[config.mk]
export PLATFORM = sky130hd
export DESIGN_NAME = note_sequencer
export DESIGN_NICKNAME = d
export VERILOG_FILES = /design/src/rtl/note_seq_pkg.sv /design/src/rtl/note_sequencer_rom.sv /design/src/rtl/note_sequencer.sv
export SDC_FILE = /design/constraint.sdc
export NUM_CORES = 1
export LEC_CHECK = 0
export ABC_AREA = 1
export ABC_CLOCK_PERIOD_IN_PS = 2300
export CAP_MARGIN = 25
export CORE_ASPECT_RATIO = 0.75
export CORE_MARGIN = 3
export CORE_UTILIZATION = 50
export DETAILED_ROUTE_END_ITERATION = 10
export PLACE_DENSITY = 0.72
export SETUP_SLACK_MARGIN = 0.05
export SLEW_MARGIN = 30
export SYNTH_ARGS = -nofsm -noshare
export SYNTH_HDL_FRONTEND = slang
export SYNTH_SLANG_ARGS = --single-unit
[constraint.sdc]
create_clock -name CLK -period 2.3 [get_ports CLK]
set_clock_uncertainty 0.05 [all_clocks]
set_input_delay 0.46 -clock CLK [delete_from_list [all_inputs] [get_ports CLK]]
set_output_delay 0.46 -clock CLK [all_outputs]
set_load 0.01 [all_outputs]
[src/rtl/note_seq_pkg.sv]
// Shared types and constants for the note sequencer: FSM states, ROM entry
// layout, note codes and the default melody pattern.
package note_seq_pkg;

    typedef enum logic [1:0] {IDLE, LOAD, PLAY, FINISH} state_t;

    typedef enum logic [1:0] {FS5 = 2'd0, A5 = 2'd1, CS6 = 2'd2, E6 = 2'd3} note_t;

    localparam int unsigned REST_BIT = 7;
    localparam int unsigned END_BIT  = 6;
    localparam int unsigned NOTE_HI  = 5;
    localparam int unsigned NOTE_LO  = 4;
    localparam int unsigned DUR_HI   = 3;
    localparam int unsigned DUR_LO   = 0;

    typedef logic [15:0][7:0] pattern_t;

    function automatic logic [7:0] rom_step(input logic rest, input logic fin,
                                            input note_t note, input logic [3:0] dur);
        return {rest, fin, note, dur};
    endfunction

    localparam logic [7:0] END_ENTRY = 8'h40;

    // Packed concatenation lists index 15 first, index 0 last.
    localparam pattern_t DEFAULT_PATTERN = {
        {9{END_ENTRY}},
        rom_step(1'b0, 1'b0, FS5, 4'd0),
        rom_step(1'b0, 1'b0, E6,  4'd0),
        rom_step(1'b1, 1'b0, FS5, 4'd1),
        rom_step(1'b0, 1'b0, E6,  4'd3),
        rom_step(1'b0, 1'b0, CS6, 4'd1),
        rom_step(1'b0, 1'b0, A5,  4'd1),
        rom_step(1'b0, 1'b0, FS5, 4'd1)
    };

endpackage

[src/rtl/note_sequencer_rom.sv]
// Combinational pattern ROM: 4-bit step index to 8-bit step entry.
module note_rom
    import note_seq_pkg::*;
#(
    parameter pattern_t PATTERN = DEFAULT_PATTERN
) (
    input  logic [3:0] addr,
    output logic [7:0] entry
);

    assign entry = PATTERN[addr];

endmodule

[src/rtl/note_sequencer.sv]
// Melody player: walks the pattern ROM, times each step with a tempo
// prescaler and drives note select, gate and status to the oscillator/control.
module note_sequencer
    import note_seq_pkg::*;
#(
    parameter int unsigned TICK_DIV   = 500_000,
    parameter int unsigned BEAT_TICKS = 10,
    parameter int unsigned GAP_TICKS  = 1,
    parameter int unsigned STEPS      = 16,
    parameter pattern_t    PATTERN    = DEFAULT_PATTERN
) (
    input  logic       CLK,
    input  logic       RST,
    input  logic       START,
    input  logic       STOP,
    input  logic       LOOP,
    output logic [1:0] NOTE_SEL,
    output logic       GATE,
    output logic       BUSY,
    output logic [3:0] STEP_IDX,
    output logic       DONE
);

    localparam int unsigned    PW       = $clog2(TICK_DIV);
    localparam logic [PW-1:0]  PRE_LAST = PW'(TICK_DIV - 1);
    localparam logic [7:0]     BEAT8    = 8'(BEAT_TICKS);
    localparam logic [7:0]     GAP8     = 8'(GAP_TICKS);
    localparam logic [3:0]     LAST_IDX = 4'(STEPS - 1);

    state_t        state, state_n;
    logic [PW-1:0] prescaler, prescaler_n;
    logic [7:0]    remaining, remaining_n;
    logic [7:0]    entry;
    logic [7:0]    len;
    logic [7:0]    rem_dec;
    logic [1:0]    note_n;
    logic [3:0]    step_n;
    logic          gate_n, busy_n, done_n, tick, rest;

    note_rom #(.PATTERN(PATTERN)) u_rom (
        .addr  (STEP_IDX),
        .entry (entry)
    );

    assign tick    = (prescaler == PRE_LAST);
    assign rest    = entry[REST_BIT];
    assign len     = (8'({4'b0, entry[DUR_HI:DUR_LO]}) + 8'd1) * BEAT8;
    assign rem_dec = remaining - 8'd1;

    always_comb begin
        state_n     = state;
        prescaler_n = prescaler;
        remaining_n = remaining;
        note_n      = NOTE_SEL;
        step_n      = STEP_IDX;
        gate_n      = GATE;
        done_n      = 1'b0;
        if (STOP) begin
            state_n = IDLE;
            gate_n  = 1'b0;
        end else begin
            case (state)
                IDLE: begin
                    if (START) begin
                        state_n = LOAD;
                        step_n  = '0;
                    end
                end
                LOAD: begin
                    if (entry[END_BIT]) begin
                        state_n = FINISH;
                        gate_n  = 1'b0;
                    end else begin
                        note_n      = entry[NOTE_HI:NOTE_LO];
                        remaining_n = len;
                        prescaler_n = '0;
                        gate_n      = !rest && (len > GAP8);
                        state_n     = PLAY;
                    end
                end
                PLAY: begin
                    if (tick) begin
                        prescaler_n = '0;
                        remaining_n = rem_dec;
                        gate_n      = !rest && (rem_dec > GAP8);
                        if (remaining == 8'd1) begin
                            if (STEP_IDX == LAST_IDX) begin
                                state_n = FINISH;
                            end else begin
                                step_n  = STEP_IDX + 4'd1;
                                state_n = LOAD;
                            end
                        end
                    end else begin
                        prescaler_n = prescaler + PW'(1);
                    end
                end
                FINISH: begin
                    if (LOOP) begin
                        step_n  = '0;
                        state_n = LOAD;
                    end else begin
                        done_n  = 1'b1;
                        state_n = IDLE;
                    end
                end
                default: state_n = IDLE;
            endcase
        end
        busy_n = (state_n != IDLE);
    end

    always_ff @(posedge CLK) begin
        if (RST) begin
            state     <= IDLE;
            prescaler <= '0;
            remaining <= '0;
            NOTE_SEL  <= '0;
            GATE      <= 1'b0;
            BUSY      <= 1'b0;
            STEP_IDX  <= '0;
            DONE      <= 1'b0;
        end else begin
            state     <= state_n;
            prescaler <= prescaler_n;
            remaining <= remaining_n;
            NOTE_SEL  <= note_n;
            GATE      <= gate_n;
            BUSY      <= busy_n;
            STEP_IDX  <= step_n;
            DONE      <= done_n;
        end
    end

endmodule

== Word-level counts from Yosys, hierarchy flattened ==
Memories as Yosys holds them, arrays and structs flattened. A register that Yosys moved wholly into a read port is not among the register bits.
Index checks and enable logic that the tools add are counted.

* Bits in registers: 38
* Memory bits (read-only): 128
* Input port bits: 5
* Output and inout port bits: 9
* Logic and storage cells: 73
* Memories kept: 1

{| class="wikitable"
|+ Memory list
! memory !! words !! width !! rd ports !! clocked after Yosys merged registers in !! write ports !! RTL line !! RTL
|-
| (no name shown) || 16 || 8 || 1 || 1 || 0 || note_sequencer_rom.sv:11 || <nowiki>assign entry = PATTERN[addr];</nowiki>
|}

* Add/sub/neg operators: 4
* Multipliers: 1
* Magnitude comparators: 3
* Equal/unequal tests: 12
* Multiplexer cells: 27
* Bitwise operators: 3
* Reduce and logical (&&, ||, !) cells: 14

{| class="wikitable"
|+ Operators by type and width
! operator !! count
|-
| 2-to-1 mux 19 bit || 2
|-
| case mux 19 bit (2 select lines) || 1
|-
| 2-to-1 mux 4 bit || 7
|-
| 2-to-1 mux 8 bit || 3
|-
| adder 19 x 1 -> 19 bit, second input constant || 1
|-
| == test 19 bit, second input constant || 1
|-
| greater-than comparator 8 x 1 -> 1 bit, second input constant || 2
|-
| case mux 8 bit (2 select lines) || 1
|-
| inequality test 2 bit, second input constant || 6
|-
| case mux 4 bit (3 select lines) || 1
|-
| 2-to-1 mux 2 bit || 5
|-
| == test 8 x 1 -> 1 bit, second input constant || 1
|-
| case mux 2 bit (4 select lines) || 1
|-
| subtractor 8 x 1 -> 8 bit, second input constant || 1
|-
| multiplier 5 x 3 -> 7 bit, second input constant || 1
|-
| AND reduction 7 bit || 1
|-
| AND reduction 3 bit || 2
|-
| adder 4 x 1 -> 5 bit, second input constant || 1
|-
| < comparator 4 x 5 -> 1 bit, second input constant || 1
|-
| 2-to-1 mux 1 bit || 5
|-
| adder 4 x 1 -> 4 bit, second input constant || 1
|-
| == test 2 bit, second input constant || 2
|-
| == test 4 bit, second input constant || 1
|-
| AND reduction 4 bit || 1
|-
| 11 further kinds || 15
|}

== Longest topological paths before layout ==
Gate-level depths: netlist (run 1).

* Depth after elaboration: 8
* Gate-level depth with buffers: 13
* Mapped depth without buffers: 13

== Modules after synthesis ==
A second synthesis (run 1) with hierarchy kept.

* Cell total of the unflattened synthesis: 361
* Area total of the unflattened synthesis: 2413.6 um^2

{| class="wikitable"
|+ By module, submodules not included
! module !! instances !! cells an instance !! area each (um^2) !! seq. area each (um^2)
|-
| note_sequencer || 1 || 343 || 2324.7 || 760.7
|-
| note_rom || 1 || 18 || 88.8 || 0.0
|}

== Worst setup path after synthesis (run 1) ==
OpenSTA, ideal clock, no wires.

* Path kind: reg2reg
* Start point: reg prescaler[0]
* End point: reg prescaler[16]
* Library setup time: 70 ps
* Arrival: 1558 ps
* Data required time: 2180 ps
* Slack: 622 ps
* Stages on the path, launching flop included: 12
* Buffers on the path: 0
* Period minus slack after synthesis: 1678 ps
* Path through: dfxtp_1 -> ha_1 -> nand3_1 -> nor2_2 -> nand3_1 -> nor2_1 -> inv_1 -> nor2_2 -> nand3_1 -> nor2_1 -> nand2_1 -> a21oi_1

* Cells in the longest elaborated chain, start to end: 3
* Elaborated cells between the ends (all ways): 4
* Classes of those cells: add/sub: 1; eq/ne: 1; mux: 2

{| class="wikitable"
|+ Ends and longest elaborated chain
! what !! RTL line !! RTL
|-
| from (decl) || note_sequencer.sv:31 || <nowiki>logic [PW-1:0] prescaler, prescaler_n;</nowiki>
|-
| from (signal assigned) || note_sequencer.sv:125 || <nowiki>prescaler <= prescaler_n;</nowiki>
|-
| adder 19 x 1 -> 19 bit / == test 19 bit (equally long branches) || note_sequencer.sv:95, note_sequencer.sv:45 ||
|-
| 2-to-1 mux 19 bit (*) || note_sequencer.sv:82 || <nowiki>if (tick) begin</nowiki>
|-
| case mux 19 bit (2 select lines) (*) || note_sequencer.sv:62 || <nowiki>case (state)</nowiki>
|}

Every way passes the cells marked *; elsewhere a longest branch is shown, timed or not.
A chain may end at the register's enable or synchronous reset.

==> reports/results.txt, run 1 <==
Status: complete, no violations
Vias: 2254
Site row count: 21
Critical Path AT: 2.18 ns
Number of vias per cell: 5.21
Startpoint types: register
Die area: 5700 sq um
Final HPWL DP: 4130 um
FF-to-FF path depth: 11
Root Driver: clkbuf_8
Fin worst setup slack: 0.303 ns
Area growth, synth to finish: 13.0%
Mapped Cells: 354
Post-DRT Antenna Nets: 0
Setup Slack @ Placement: 0.125 ns
Post-Route Utilization: 59.9%
Num CTS Buffers: 5
Post-synth ARST share: 0%
Avg Inst Size Synth: 6.81 sq um
Largest net degree at the start of global routing: 13
Vias in the first global route: 2029
Routed WL: 5400 um
R2R Setup Slk: 0.30 ns
Fraction of layout cells with a size suffix above 1: 9.04%
Required time of the critical path: 2.48 ns
Initial Utilization: 53.0%
Yosys warnings: 0
All-Layer GR Usage: 20.9%
Total power: 1.48 mW
Critical path class: register to register
Antenna cells: 0
TritonCTS clock tree: done
Clock transition at path regs: 0.08 ns
I/O Buffers: 13
Hold_buf cts: 0
Sequential area share after synthesis: 36.5%
Slew margin rel.: 70.8%
CTS Buffer Depth: 2
Critical path endpoint category: register
Core Box Area: 4550 sq um
Max Cap Viol: 0
Commonest cells after routing, fill and taps aside: nand2_1 (65), nor2_1 (54), inv_1 (45), dfxtp_1 (43), nand3_1 (31)
First-pass GRT wire length: 9280 um
Max IR drop VDD: 0.317 mV
DRC viols: 0
CTS H-tree lvls: 2
Post-CTS sizing: 0
Final-report setup violation count: 0
Count of pins over their slew limit: 0
Hold Path Class: register to register
#FFs+latches synth: 44
Crit path time final: 2.00 ns
TNS Setup: 0 ns
Setup repair bufs after CTS: 0
Net total in the final layout: 388
Crit path max fanout: 8
DR WL/cell: 12.5 um
FILL cells: 435
Placed cell area: 2630 sq um
Grt ovf: 0
Placed Cells incl. Taps: 425
Gp weighted congestion: 0.862
Initial antenna violation count: 0
Smallest hold slack: 0.420 ns
Non-Filler Instances: 433
Clock Latency Late Sink: 0.30 ns
Finished layout cell area: 2720 sq um
Drt initial violations: 151
EDFF count, synth: 0
Commonest non-fill, non-tap cell in the layout: nand2_1
Unrepaired setup endpoints after global routing: false
Worst slew pin tran: 0.434 ns
Clk sink count: 44
Synth unique cells: 35
Syn Nets: 367
Hold path cells: 2
I/O pin total: 14
LEAKAGE: 1.14 nW
1st-pass router iterations: 4
Prevailing post-synth register cell: dfxtp_1
Die W: 86.2 um
Pwr dens: 542 nW/um^2
Netlist Area Pre-Place: 2410 sq um
Final hold violations: 0
Max Clock Freq: 501 MHz
Tcrit/Tclk final: 86.8%
Die height: 66.1 um
## cell families (layout without fill, tap and decap cells)
logic type                 after synthesis  after routing  synth area share [%]
and+or+nand+nor                        185            185                  35.0
buffers and inverters                   60             82                  9.96
AOI/OAI and AO/OA                       49             49                  11.4
DFF                                     44             44                  36.5
adders and majority gates                8              8                  4.15
xor gates and xnor gates                 8              8                  2.91
## cell type report
type	instances	area, sq um	share of cell area (%)
Clock buffer	8	90.1	3.31
Sequential cell	44	882	32.4
Inverter	54	203	7.44
Tap cell	57	71.3	2.62
Timing Repair Buffer	20	183	6.71
Multi-Input combinational cell	250	1290	47.5
## synth_stat cells, drive strengths merged (2+ instances only)
cell    instances  area, sq um
a21oi          15         78.8
nand3b          2         15.0
xor2            7         61.3
inv            52          195
a211oi          2         20.0
nand4           5         31.3
o21ai          25          125
buf             5         33.8
nand3          32          165
ha              8          100
nor4            3         18.8
a31oi           4         25.0
nor3           17          113
clkinv          2         7.51
nand2          67          256
dfxtp          44          881
nor2           58          233
## metal layers
layer	vias to the layer above	part of all wire, %	GRT usage [%]	wire length (um)
met5	-	0	0	0
met1	993	52	30.8	2830
li1	1188	-	-	-
met4	0	1.3	8.95	70
met3	8	6.8	4.11	365
met2	65	39	29.4	2130
## report_power, final
group / switching (mW) / internal [mW]
clock network: 0.265 / 0.245
logic: 0.112 / 0.0657
registers: 0.0124 / 0.778
## flip-flops by register name (all words and copies together), names as in the netlist
name and count:
DONE 1, NOTE_SEL 2, GATE 1, entry 6, STEP_IDX 4, remaining 8
state 2, prescaler 19, BUSY 1
## path summary, 6_finish.rpt
kind                                   from                        to
setup / recovery  prescaler[0]$_SDFFE_PP0P_       entry[4]$_SDFF_PP0_
hold / removal          entry[5]$_SDFF_PP0_  NOTE_SEL[1]$_SDFFE_PP0P_
hold reg to reg         entry[5]$_SDFF_PP0_  NOTE_SEL[1]$_SDFFE_PP0P_
setup reg to reg  prescaler[0]$_SDFFE_PP0P_       entry[4]$_SDFF_PP0_
## critical path, stage by stage, from the launching register on
cell     delay (ns)
dfxtp_1        0.42
ha_1           0.20
nand3_1        0.14
nor2_4         0.19
nand3_1        0.12
nand2_2        0.17
nand2_1        0.15
nand2_1        0.09
nand2_1        0.05
nand2_1        0.10
nand2_1        0.09
a21oi_1        0.16
No activity file was read; power rests on OpenSTA's default activity.
==> run 2: changes to the inputs <==
--- a/config.mk
+++ b/config.mk
@@ -12,7 +12,8 @@
 export CORE_MARGIN = 3
 export CORE_UTILIZATION = 50
 export DETAILED_ROUTE_END_ITERATION = 10
-export PLACE_DENSITY = 0.72
+export DONT_BUFFER_PORTS = 1
+export PLACE_DENSITY = 0.68
 export SETUP_SLACK_MARGIN = 0.05
 export SLEW_MARGIN = 30
 export SYNTH_ARGS = -nofsm -noshare
==> reports/results.txt, run 2 (same netlist as run 1, synthesis figures left out) <==
1st-pass router iterations: 5 (was 4)
Count of pins over their slew limit: 0 (unchanged)
First-pass GRT wire length: 9270 um (was 9280 um)
Final-report setup violation count: 0 (unchanged)
Area of the multi-input gates: 1300 sq um (was 1290 sq um)
Critical path class: register to register (unchanged)
Final hold violations: 0 (unchanged)
R2R Setup Slk: 0.25 ns (was 0.30 ns)
Number of vias per cell: 5.25 (was 5.21)
Crit path time final: 2.05 ns (was 2.00 ns)
TritonCTS clock tree: done (unchanged)
Worst Hold End: prescaler[1]$_SDFFE_PP0P_ (was NOTE_SEL[1]$_SDFFE_PP0P_)
Capturing point of the worst reg2reg path: prescaler[14]$_SDFFE_PP0P_ (was entry[4]$_SDFF_PP0_)
Max Clock Freq: 488 MHz (was 501 MHz)
Area growth, synth to finish: 7.06% (was 13.0%)
Largest net degree at the start of global routing: 15 (was 13)
Unrepaired setup endpoints after global routing: false (unchanged)
Commonest cells after routing, fill and taps aside: nand2_1 (65), nor2_1 (54), inv_1 (45), dfxtp_1 (44), nand3_1 (31) (was nand2_1 (65), nor2_1 (54), inv_1 (45), dfxtp_1 (43), nand3_1 (31))
Max stage delay cell, worst path: dfxtp_1 (unchanged)
Crit-path max cell delay: 0.41 ns (was 0.42 ns)
Hold Path Class: input pin to register (was register to register)
DR WL/cell: 13.0 um (was 12.5 um)
Crit path max fanout: 6 (was 8)
Vias: 2182 (was 2254)
Reg2reg start: prescaler[0]$_SDFFE_PP0P_ (unchanged)
Core Box Area: 4550 sq um (unchanged)
Net total in the final layout: 372 (was 388)
Num CTS Buffers: 5 (unchanged)
Grt ovf: 0 (unchanged)
Hold path cells: 1 (was 2)
Die W: 86.2 um (unchanged)
Die height: 66.1 um (unchanged)
CP Buf/Inv Count: 1 (was 0)
Clock transition at path regs: 0.08 ns (about the same)
Die area: 5700 sq um (unchanged)
TNS Setup: 0 ns (unchanged)
I/O pin total: 14 (unchanged)
Tcrit/Tclk final: 89.0% (was 86.8%)
Antenna cells: 0 (unchanged)
Initial antenna violation count: 0 (unchanged)
Biggest register: prescaler (unchanged)
All-Layer GR Usage: 20.6% (was 20.9%)
Non-Filler Instances: 416 (was 433)
Status: complete, no violations (unchanged)
Max IR drop VDD: 0.413 mV (was 0.317 mV)
Initial Utilization: 53.0% (unchanged)
Critical Path AT: 2.23 ns (was 2.18 ns)
Max Cap Viol: 0 (unchanged)
Fraction of layout cells with a size suffix above 1: 8.64% (was 9.04%)
Routed WL: 5410 um (was 5400 um)
Site row count: 21 (unchanged)
CTS H-tree lvls: 2 (unchanged)
I/O Buffers: 0 (was 13)
Post-Route Utilization: 56.8% (was 59.9%)
Cell breakdown of the critical path: ha_1 > nand3_1 > nor2_4 > nand3_1 > nor2_1 > inv_1 > nor2_2 > nand3_1 > nor2_1 > o21ai_0 > nor2_1 (was ha_1 > nand3_1 > nor2_4 > nand3_1 > nand2_2 > nand2_1 > nand2_1 > nand2_1 > nand2_1 > nand2_1 > a21oi_1)
Final HPWL DP: 4040 um (was 4130 um)
Root Driver: clkbuf_8 (unchanged)
Clk sink count: 44 (unchanged)
Required time of the critical path: 2.48 ns (about the same)
Sequential Area: 881 sq um (was 882 sq um)
Commonest non-fill, non-tap cell in the layout: nand2_1 (unchanged)
Vias in the first global route: 1986 (was 2029)
LEAKAGE: 1.09 nW (was 1.14 nW)
Post-DRT Antenna Nets: 0 (unchanged)
Worst slew pin tran: 0.377 ns (was 0.434 ns)
Placed Cells incl. Taps: 409 (was 425)
CTS Buffer Depth: 2 (unchanged)
Slew margin rel.: 74.7% (was 70.8%)
FILL cells: 438 (was 435)
Startpoint types: register (unchanged)
Crit-path leading delay family: simple AND/OR/NAND/NOR gates (unchanged)
Gp weighted congestion: 0.862 (about the same)
Pwr dens: 572 nW/um^2 (was 542 nW/um^2)
Critical path endpoint category: register (unchanged)
Drt initial violations: 167 (was 151)
Max reg flops: 19 (unchanged)
DRC viols: 0 (unchanged)
FF-to-FF path depth: 11 (unchanged)
Clock Latency Late Sink: 0.29 ns (was 0.30 ns)
Hold path start: RST (was entry[5]$_SDFF_PP0_)
==> run 2: repair_timing <==
action / 4_1_cts / 5_1_grt
setup endpoints to repair: 0 / 11
gates resized for setup: 0 / 2
setup buffers: 0 / 0
hold buffers: 0 / 0
==> run 2: metrics by stage <==
step / setup slack [ns] / total power, mW / area (sq um) / hold slack, ns
after CTS: 0.206 / 1.49 / 2570 / 0.170
after detailed placement: 0.215 / 0.958 / 2470 / 0.397
after global routing: 0.0448 / 1.54 / 2580 / 0.158
final: 0.252 / 1.48 / 2580 / 0.178
after global placement: 0.311 / 0.957 / 2470 / 0.396
after floorplan: 0.622 / 0.927 / 2410 / 0.378
==> run 2: worst max-delay path by stage <==
stage	from	endpoint	cells after the start
final	prescaler[0]$_SDFFE_PP0P_	prescaler[14]$_SDFFE_PP0P_	11
after global routing	prescaler[0]$_SDFFE_PP0P_	prescaler[14]$_SDFFE_PP0P_	11
after CTS	state[0]$_SDFF_PP0_	remaining[6]$_SDFFE_PP0P_	12
after detailed placement	state[0]$_SDFF_PP0_	prescaler[9]$_SDFFE_PP0P_	11
after global placement	prescaler[0]$_SDFFE_PP0P_	prescaler[16]$_SDFFE_PP0P_	11
after floorplan	prescaler[0]$_SDFFE_PP0P_	prescaler[16]$_SDFFE_PP0P_	11
==> run 2: report_power, final <==
part           switching (mW)  internal [mW]
Combinational           0.102         0.0472
Sequential             0.0174          0.778
Clock                   0.263          0.268
==> run 2: layout make-up <==
class,instances,area share (%)
repair buffers,4,1.16
multi-input cells,250,50.4
inverters,54,7.85
clock buffers,7,3.73
flip-flops and latches,44,34.1
well taps,57,2.76
==> run 2: layer usage <==
layer	track usage [%]	wire length, um	vias up
met4	5.06	58	0
met5	0	0	-
li1	-	-	1154
met1	32.1	3060	966
met2	26.3	1980	55
met3	7.22	305	7
==> run 3: changes to the inputs <==
--- a/config.mk
+++ b/config.mk
@@ -9,7 +9,7 @@
 export ABC_CLOCK_PERIOD_IN_PS = 2300
 export CAP_MARGIN = 25
 export CORE_ASPECT_RATIO = 0.75
-export CORE_MARGIN = 3
+export CORE_MARGIN = 10
 export CORE_UTILIZATION = 50
 export DETAILED_ROUTE_END_ITERATION = 10
 export DONT_BUFFER_PORTS = 1
==> reports/results.txt, run 3 (same netlist as run 1, synthesis figures left out) <==
Core Box Area: 4570 sq um (was 4550 sq um)
Fraction of layout cells with a size suffix above 1: 8.59% (was 8.64%)
Die height: 80.1 um (was 66.1 um)
Initial Utilization: 52.7% (was 53.0%)
Post-DRT Antenna Nets: 0 (unchanged)
Reg2reg start: prescaler[0]$_SDFFE_PP0P_ (unchanged)
Critical path endpoint category: register (unchanged)
1st-pass router iterations: 5 (unchanged)
Placed Cells incl. Taps: 410 (was 409)
Crit path max fanout: 6 (unchanged)
Worst Hold End: prescaler[1]$_SDFFE_PP0P_ (unchanged)
Max Cap Viol: 0 (unchanged)
Switch share: 25.9% (about the same)
Unrepaired setup endpoints after global routing: false (unchanged)
Max IR drop VDD: 0.357 mV (was 0.413 mV)
Int Power: 1.07 mW (was 1.09 mW)
Hold path cells: 1 (unchanged)
FF-to-FF path depth: 10 (was 11)
Setup repair bufs after CTS: 0 (unchanged)
Drt initial violations: 130 (was 167)
Crit path time final: 1.98 ns (was 2.05 ns)
LEAKAGE: 1.08 nW (was 1.09 nW)
Number of vias per cell: 5.22 (was 5.25)
Tcrit/Tclk final: 85.9% (was 89.0%)
Routed WL: 5360 um (was 5410 um)
Largest net degree at the start of global routing: 13 (was 15)
Pwr dens: 560 nW/um^2 (was 572 nW/um^2)
Area growth, synth to finish: 6.90% (was 7.06%)
First-pass GRT wire length: 9320 um (was 9270 um)
Root Driver: clkbuf_8 (unchanged)
Final-report setup violation count: 0 (unchanged)
Hold path start: RST (unchanged)
Vias in the first global route: 1895 (was 1986)
Initial antenna violation count: 0 (unchanged)
Hold Path Class: input pin to register (unchanged)
Clock Latency Late Sink: 0.30 ns (was 0.29 ns)
Gp weighted congestion: 0.895 (was 0.862)
DR WL/cell: 12.8 um (was 13.0 um)
Clock Power Share: 34.6% (was 36.0%)
Final HPWL DP: 4140 um (was 4040 um)
R2R Setup Slk: 0.32 ns (was 0.25 ns)
Capturing point of the worst reg2reg path: prescaler[16]$_SDFFE_PP0P_ (was prescaler[14]$_SDFFE_PP0P_)
Status: complete, no violations (unchanged)
I/O pin total: 14 (unchanged)
All-Layer GR Usage: 14.2% (was 20.6%)
CTS H-tree lvls: 2 (unchanged)
Sequential share of power: 55.0% (was 53.9%)
Net total in the final layout: 373 (was 372)
Max Clock Freq: 506 MHz (was 488 MHz)
Net Sw Power: 0.374 mW (was 0.383 mW)
TritonCTS clock tree: done (unchanged)
Grt ovf: 0 (unchanged)
Max reg flops: 19 (unchanged)
Clock transition at path regs: 0.08 ns (about the same)
Die area: 8030 sq um (was 5700 sq um)
Post-CTS sizing: 0 (unchanged)
Logic pwr share: 10.4% (was 10.1%)
Slew margin rel.: 70.0% (was 74.7%)
Hold_buf cts: 0 (unchanged)
Die W: 100 um (was 86.2 um)
Required time of the critical path: 2.44 ns (was 2.48 ns)
Commonest cells after routing, fill and taps aside: nand2_1 (65), nor2_1 (54), inv_1 (45), dfxtp_1 (44), nand3_1 (31) (unchanged)
Commonest non-fill, non-tap cell in the layout: nand2_1 (unchanged)
Num CTS Buffers: 5 (unchanged)
FILL cells: 466 (was 438)
TNS Setup: 0 ns (unchanged)
CTS Buffer Depth: 2 (unchanged)
Startpoint types: register (unchanged)
Antenna cells: 0 (unchanged)
Critical path class: register to register (unchanged)
Worst slew pin tran: 0.446 ns (was 0.377 ns)
Count of pins over their slew limit: 0 (unchanged)
Biggest register: prescaler (unchanged)
Critical Path AT: 2.11 ns (was 2.23 ns)
Final hold violations: 0 (unchanged)
DRC viols: 0 (unchanged)
Clk sink count: 44 (unchanged)
Site row count: 21 (unchanged)
Non-Filler Instances: 418 (was 416)
Post-Route Utilization: 56.4% (was 56.8%)
Vias: 2180 (was 2182)
Total power: 1.44 mW (was 1.48 mW)
I/O Buffers: 0 (unchanged)
-- run 3: cell types whose count changed in the layout (fill, tap and decap cells not counted) --
cell      delta
nand2_4      -1
nand2_2      +1
buf_4        +1
clkbuf_1     +2
clkbuf_8     -1
-- run 3: routing by layer --
layer	part of all wire (%)	up-vias	GRT usage [%]	routed length [um]
met5	0	-	0	0
met3	8.7	9	3.76	465
li1	-	1152	-	-
met4	1.5	0	5.07	83
met1	54	954	22.1	2890
met2	36	65	17.4	1920
-- run 3: power by group through the flow --
stage	clock (mW)	combinational (mW)	sequential (mW)
global route	0.550	0.171	0.797
finish	0.500	0.150	0.795
CTS	0.515	0.149	0.795
detailed placement	0	0.148	0.813
global placement	0	0.147	0.813
floorplan	0	0.119	0.808
-- run 3: worst max-delay path by stage --
stage / startpoint / end / depth (start not counted)
after floorplan: prescaler[0]$_SDFFE_PP0P_ / prescaler[16]$_SDFFE_PP0P_ / 11
after global placement: prescaler[0]$_SDFFE_PP0P_ / prescaler[18]$_SDFFE_PP0P_ / 8
after detailed placement: prescaler[0]$_SDFFE_PP0P_ / prescaler[16]$_SDFFE_PP0P_ / 11
after CTS: prescaler[0]$_SDFFE_PP0P_ / prescaler[16]$_SDFFE_PP0P_ / 11
after global routing: prescaler[0]$_SDFFE_PP0P_ / prescaler[14]$_SDFFE_PP0P_ / 11
final: prescaler[0]$_SDFFE_PP0P_ / prescaler[16]$_SDFFE_PP0P_ / 10
-- run 3: final cells by class --
cell class              instances  area (sq um)  share of cell area [%]
clock buffers                   8          90.1                    3.50
inverters                      54           203                    7.86
multi-input cells             250          1290                    50.2
flip-flops and latches         44           881                    34.2
well taps                      57          71.3                    2.77
repair buffers                  5          37.5                    1.46
-- run 3: through the flow --
step / setup WS, ns / hold slack, ns / instance area [sq um]
6_report: 0.323 / 0.175 / 2580
3_5_place_dp: 0.318 / 0.408 / 2480
4_1_cts: 0.296 / 0.169 / 2570
2_1_floorplan: 0.622 / 0.378 / 2410
3_3_place_gp: 0.366 / 0.394 / 2480
5_1_grt: 0.112 / 0.164 / 2580
-- run 3: worst max-delay path, stage by stage, from the launching register on --
cell	delay, ns
dfxtp_1	0.41
ha_1	0.19
nand3_1	0.14
nor2_4	0.19
nand3_1	0.14
nor2_1	0.12
inv_1	0.07
nor2_2	0.14
nand3_1	0.13
o21ai_0	0.23
a21oi_1	0.06
